--- config.mk ---
export PLATFORM = sky130hd
export DESIGN_NAME = div8x4_seq_flat
export DESIGN_NICKNAME = d
export VERILOG_FILES = /design/src/rtl/div_pkg.sv /design/src/rtl/div8x4_seq_if.sv /design/src/rtl/div8x4_seq_step.sv /design/src/rtl/div8x4_seq.sv /design/src/flat_wrapper.sv
export SDC_FILE = /design/constraint.sdc
export NUM_CORES = 1
export LEC_CHECK = 0
export CAP_MARGIN = 20
export CORE_ASPECT_RATIO = 2
export CORE_MARGIN = 2
export CORE_UTILIZATION = 25
export CTS_CLUSTER_DIAMETER = 150
export DETAILED_ROUTE_END_ITERATION = 7
export SKIP_CTS_REPAIR_TIMING = 1
export SLEW_MARGIN = 15
export SYNTH_ARGS = -nofsm -noshare
export SYNTH_HDL_FRONTEND = slang
export SYNTH_SLANG_ARGS = --single-unit
--- constraint.sdc ---
create_clock -name clk -period 1.65 [get_ports clk]
set_input_delay 0.33 -clock clk [delete_from_list [all_inputs] [get_ports clk]]
set_output_delay 0.33 -clock clk [all_outputs]
set_load 0.01 [all_outputs]
--- src/rtl/div_pkg.sv ---
// Shared definitions for the sequential divider.
// Holds the default divisor width and the FSM state encoding used by
// div8x4_seq. The sub-module and the interface take their default width from here.
package div_pkg;

    localparam int DIV_N = 4;

    typedef enum logic [1:0] {
        IDLE = 2'd0,
        RUN  = 2'd1,
        DONE = 2'd2
    } div_state_e;

endpackage

--- src/rtl/div8x4_seq_if.sv ---
// Handshake/data bundle for div8x4_seq.
//   start       : request a division (master -> slave)
//   dividend    : 2N-bit unsigned dividend (master -> slave)
//   divisor     : N-bit unsigned divisor (master -> slave)
//   quotient    : 2N-bit registered quotient (slave -> master)
//   remainder   : N-bit registered remainder (slave -> master)
//   busy        : operation in progress (slave -> master)
//   done        : result valid (slave -> master)
//   div_by_zero : captured divisor was 0, valid with done (slave -> master)
interface div8x4_seq_if #(
    parameter int N = div_pkg::DIV_N
);
    logic             start;
    logic [2*N-1:0]   dividend;
    logic [N-1:0]     divisor;
    logic [2*N-1:0]   quotient;
    logic [N-1:0]     remainder;
    logic             busy;
    logic             done;
    logic             div_by_zero;

    modport master (
        output start, dividend, divisor,
        input  quotient, remainder, busy, done, div_by_zero
    );

    modport slave (
        input  start, dividend, divisor,
        output quotient, remainder, busy, done, div_by_zero
    );

endinterface

--- src/rtl/div8x4_seq_step.sv ---
// One restoring-division step (purely combinational).
//   shifted  : partial remainder already shifted left with the next dividend bit
//   divisor  : N-bit unsigned divisor
//   rem_next : shifted - divisor when that does not go negative, else shifted
//   qbit     : 1 when the subtraction was kept
module div_step #(
    parameter int N = div_pkg::DIV_N
) (
    input  logic [N:0]   shifted,
    input  logic [N-1:0] divisor,
    output logic [N:0]   rem_next,
    output logic         qbit
);

    // One extra bit so the borrow of the trial subtraction is visible.
    logic [N+1:0] diff;

    always_comb begin
        diff     = {1'b0, shifted} - {2'b00, divisor};
        qbit     = ~diff[N+1];
        rem_next = qbit ? diff[N:0] : shifted;
    end

endmodule

--- src/rtl/div8x4_seq.sv ---
// Sequential unsigned divider: 2N-bit dividend / N-bit divisor, restoring
// algorithm, one quotient bit per clock, MSB first.
//   clk   : clock, all state changes on the rising edge
//   rst_n : asynchronous active-low reset
//   bus   : div8x4_seq_if slave modport (start/operands in, results/status out)
// A zero divisor skips the iterations and reports all-ones / 0 with
// div_by_zero one clock after the start. Result registers only update when
// an operation finishes, so partial values never reach the outputs.
module div8x4_seq
    import div_pkg::*;
#(
    parameter int N = DIV_N
) (
    input  logic         clk,
    input  logic         rst_n,
    div8x4_seq_if.slave  bus
);

    localparam int             CW       = $clog2(2*N);
    localparam logic [CW-1:0]  CNT_INIT = CW'(2*N-1);

    div_state_e      state;
    logic [2*N-1:0]  q_work;     // dividend bits shift out the top, quotient bits in the bottom
    logic [N-1:0]    dsr;
    logic [N:0]      prem;
    logic [CW-1:0]   cnt;
    logic [2*N-1:0]  quotient_r;
    logic [N-1:0]    remainder_r;
    logic            busy_r;
    logic            done_r;
    logic            dbz_r;

    logic [N:0]      shifted;
    logic [N:0]      rem_next;
    logic            qbit;
    logic [2*N-1:0]  q_next;

    // prem never exceeds the divisor, so its top bit drops off in the shift.
    assign shifted = (N+1)'({prem, q_work[2*N-1]});
    assign q_next  = {q_work[2*N-2:0], qbit};

    div_step #(.N(N)) u_step (
        .shifted  (shifted),
        .divisor  (dsr),
        .rem_next (rem_next),
        .qbit     (qbit)
    );

    always_ff @(posedge clk or negedge rst_n) begin
        if (!rst_n) begin
            state       <= IDLE;
            q_work      <= '0;
            dsr         <= '0;
            prem        <= '0;
            cnt         <= '0;
            quotient_r  <= '0;
            remainder_r <= '0;
            busy_r      <= 1'b0;
            done_r      <= 1'b0;
            dbz_r       <= 1'b0;
        end else begin
            case (state)
                IDLE, DONE: begin
                    if (busy_r) begin
                        // Only reachable in DONE: a zero-divisor start finishes
                        // here, one clock after it was accepted.
                        quotient_r  <= '1;
                        remainder_r <= '0;
                        dbz_r       <= 1'b1;
                        done_r      <= 1'b1;
                        busy_r      <= 1'b0;
                    end else if (bus.start) begin
                        q_work <= bus.dividend;
                        dsr    <= bus.divisor;
                        prem   <= '0;
                        cnt    <= CNT_INIT;
                        done_r <= 1'b0;
                        dbz_r  <= 1'b0;
                        busy_r <= 1'b1;
                        state  <= (bus.divisor == '0) ? DONE : RUN;
                    end
                end
                RUN: begin
                    prem   <= rem_next;
                    q_work <= q_next;
                    if (cnt == '0) begin
                        quotient_r  <= q_next;
                        remainder_r <= rem_next[N-1:0];
                        busy_r      <= 1'b0;
                        done_r      <= 1'b1;
                        state       <= DONE;
                    end else begin
                        cnt <= cnt - CW'(1);
                    end
                end
                default: state <= IDLE;
            endcase
        end
    end

    assign bus.quotient    = quotient_r;
    assign bus.remainder   = remainder_r;
    assign bus.busy        = busy_r;
    assign bus.done        = done_r;
    assign bus.div_by_zero = dbz_r;

endmodule
--- src/flat_wrapper.sv ---
// flat-port wrapper written by rule: the top's interface ports become plain ports
module div8x4_seq_flat import div_pkg::*;
#(
    parameter int N = DIV_N
)
  (clk, rst_n, bus_start, bus_dividend, bus_divisor, bus_quotient, bus_remainder, bus_busy, bus_done, bus_div_by_zero);
  div8x4_seq_if #(.N(N)) bus_i ();
  input  logic clk;
  input  logic rst_n;
  input wire logic [$bits(bus_i.start)-1:0] bus_start;
  input wire logic [$bits(bus_i.dividend)-1:0] bus_dividend;
  input wire logic [$bits(bus_i.divisor)-1:0] bus_divisor;
  output wire logic [$bits(bus_i.quotient)-1:0] bus_quotient;
  output wire logic [$bits(bus_i.remainder)-1:0] bus_remainder;
  output wire logic [$bits(bus_i.busy)-1:0] bus_busy;
  output wire logic [$bits(bus_i.done)-1:0] bus_done;
  output wire logic [$bits(bus_i.div_by_zero)-1:0] bus_div_by_zero;
  assign bus_i.start = bus_start;
  assign bus_i.dividend = bus_dividend;
  assign bus_i.divisor = bus_divisor;
  assign bus_quotient = bus_i.quotient;
  assign bus_remainder = bus_i.remainder;
  assign bus_busy = bus_i.busy;
  assign bus_done = bus_i.done;
  assign bus_div_by_zero = bus_i.div_by_zero;
  div8x4_seq #(.N(N)) u_core (.clk(clk), .rst_n(rst_n), .bus(bus_i));
endmodule
==> results.cfg, run 1 <==
[drt]
drt_pass1_iterations = 4
vias_per_cell = 4.59
drt-initial-drc-count = 58
wire_per_inst_um = 12.8
drt_wl_total_um = 4130
drc = 0
route.antenna.remaining_nets = 0
vias = 1481

[grt]
grt_usage_pct = 11.4
grt_pass1_wl_um = 6960
antenna_found_initial = 0
grt_pass1_vias = 1547
grt_max_degree = 37
grt_overflow = 0

[job]
max_cap_violations = 0

[pwr]
leakagePower_nw = 1.10
powerDensity_nw_per_um2 = 2190
max-vdd-ir-drop_uv = 1050
total_power_mw = 5.58

[worst_setup_path]
path_class = reg2reg
critPathMaxStageDelay_ps = 430
path_cells = ha_1 -> nand2b_1 -> a21oi_4 -> or3_4 -> a32o_1
crit_family = simple AND/OR/NAND/NOR gates
crit_path_end_kind = flip-flop
regToRegStartpoint = u_core.prem[0]
crit_start = u_core.prem[0]
crit_fanout = 6
worstPathArrival_ps = 1880
crit_buf_inv = 0
slowest_stage = dfrtp_1
start_kind = flip-flop
required_ps = 1820

[clocking]
cts-root-buf = clkbuf_16
htreeDepth = 2
cts_buffers = 5
clock_sinks = 36
cts_tree = done
clockBufferDepth = 2
path_clk_slew_ps = 60
insertion_delay_ps = 280

[floorplanning]
die_area_sq_um = 7670
rows = 43
fp.dieW_um = 62.9
start_util_pct = 25.4
boundaryPins = 30
fp.dieH_um = 122
core_sq_um = 6830

[layout]
drive_gt1_share_pct = 23.2
final_common_cell = dfrtp_1
layout_common_cells = dfrtp_1, nand2_1, clkdlybuf4s50_1
antenna_cells = 0
layout.nets = 254
post-route-util_pct = 37.2
syn_to_final_growth_pct = 46.4

[timing]
setup_viol_count_final = 2
final.setup_skew_ps = 5.53
grt_setup_unrepaired = yes
drv_slew = 0
fin_crit_sh_pct = 104
worst_pin_slew_ps = 357
fin_crit_ps = 1710
hold_violations = 0
relSlewSlack_pct = 76.2
max_freq_mhz = 584
setup_ws_ps = -61.3

[synth]
syn_inst = 181
synth.distinct_cells = 39
synth_warnings = 0
syn_area_per_cell_sq_um = 9.59
synthTopCellsByArea = dfrtp_1, nand2_1, ha_1
seq_area_frac_synth_pct = 51.9
yosys.area.top_type = dfrtp_1
synth_top_area_share_pct = 51.9
synth_seq_cells = 36
syn_area_sq_um = 1740
syn-num-nets = 203

[place]
gp_congestion = 0.798
hpwl_um = 2960
port_buffers = 29

[status]
failed_checks = setup timing
status = complete, but fails checks

[min_path]
hold_path_class = in2async
==> logic make-up after synthesis <==
kind of cell             synth area share [%]
AND/OR/NAND/NOR                          19.5
AO/OA/AOI/OAI                            16.5
flip-flops                               51.9
buffers and inverters                    5.62
adder cells (fa/ha/maj)                  5.48
XOR/XNOR                                0.504
multiplexers                            0.576
==> final cells by class <==
cell class | instances | area (sq um)
Clock buffer | 5 | 125
Clock inverter | 3 | 42.5
Fill cell | 704 | 4290
Inverter | 10 | 37.5
Multi-Input combinational cell | 126 | 810
Sequential cell | 36 | 902
Tap cell | 90 | 113
Timing Repair Buffer | 53 | 513
==> routing by layer <==
| layer | track usage (%) | wire length (um) |
|---|---|---|
| met5 | 0 | 0 |
| met4 | 4.58 | 72 |
| met3 | 2.86 | 197 |
| met2 | 19.0 | 2020 |
| met1 | 14.1 | 1840 |
==> per-stage QoR <==
step / cells / hold slack [ps] / setup WS [ps] / setup TNS (ps) / instance area [sq um]
3_3_place_gp: 312 / 470 / -107 / -1230 / 2270
3_5_place_dp: 312 / 473 / -132 / -1340 / 2270
2_1_floorplan: 181 / 34.4 / 9.45 / 0 / 1750
6_report: 323 / 424 / -61.3 / -81.5 / 2540
5_1_grt: 323 / 449 / -113 / -461 / 2540
4_1_cts: 320 / 428 / -63.2 / -123 / 2440
==> sequential cells by signal (all words and copies together) (netlist names) <==
name	flops
u_core.bus.quotient	8
u_core.prem	4
u_core.dsr	4
u_core.state	2
u_core.bus.remainder	4
u_core.bus.done	1
u_core.cnt	3
u_core.bus.div_by_zero	1
u_core.bus.busy	1
u_core.q_work	8
==> Yosys cell counts <==
cell type  number
nor4_1          1
nor2_1         20
nand3_1         3
inv_2           1
ha_1            6
nand3b_1        1
a31o_1          1
a32o_1          1
clkbuf_1        3
o41ai_2         1
nand2b_1        4
o21a_1          1
nor3_2          1
o31ai_1         3
nor3_1          3
buf_2           3
xnor2_1         1
a22oi_1         2
a31oi_1         8
and2_1          1
nand2_1        33
o211ai_1        4
mux2i_1         1
o21ai_1         1
inv_1           9
and3b_1         1
a21oi_1         9
o21ai_0         9
and3_4          1
fa_1            1
nor2b_1         2
a21oi_2         1
o22ai_1         1
buf_6           3
a21oi_4         1
or3_1           1
or3b_1          1
or2_1           1
dfrtp_1        36
==> power by group <==
part	leakage, nW	internal, mW	total, mW	switching [mW]
clock network	0.0798	0.709	1.07	0.357
registers	0.408	1.28	1.52	0.238
logic	0.607	1.48	2.99	1.51
==> final timing paths <==
check,endpoint,slack (ps),depth (start not counted)
min in group clk,u_core.bus.remainder[0],480,2
setup reg to reg,u_core.bus.remainder[2],-60,5
max in group asynchronous,u_core.bus.busy,1040,2
setup / recovery,u_core.bus.remainder[2],-60,5
hold reg to reg,u_core.bus.remainder[0],480,2
hold / removal,u_core.dsr[2],420,2
No activity file was read; power rests on OpenSTA's default activity.
==> run 2: changes to the inputs <==
- CTS_CLUSTER_DIAMETER: 150 -> 50
==> results of run 2 <==
Final layout, timing and power as in run 1 (identical DEF).
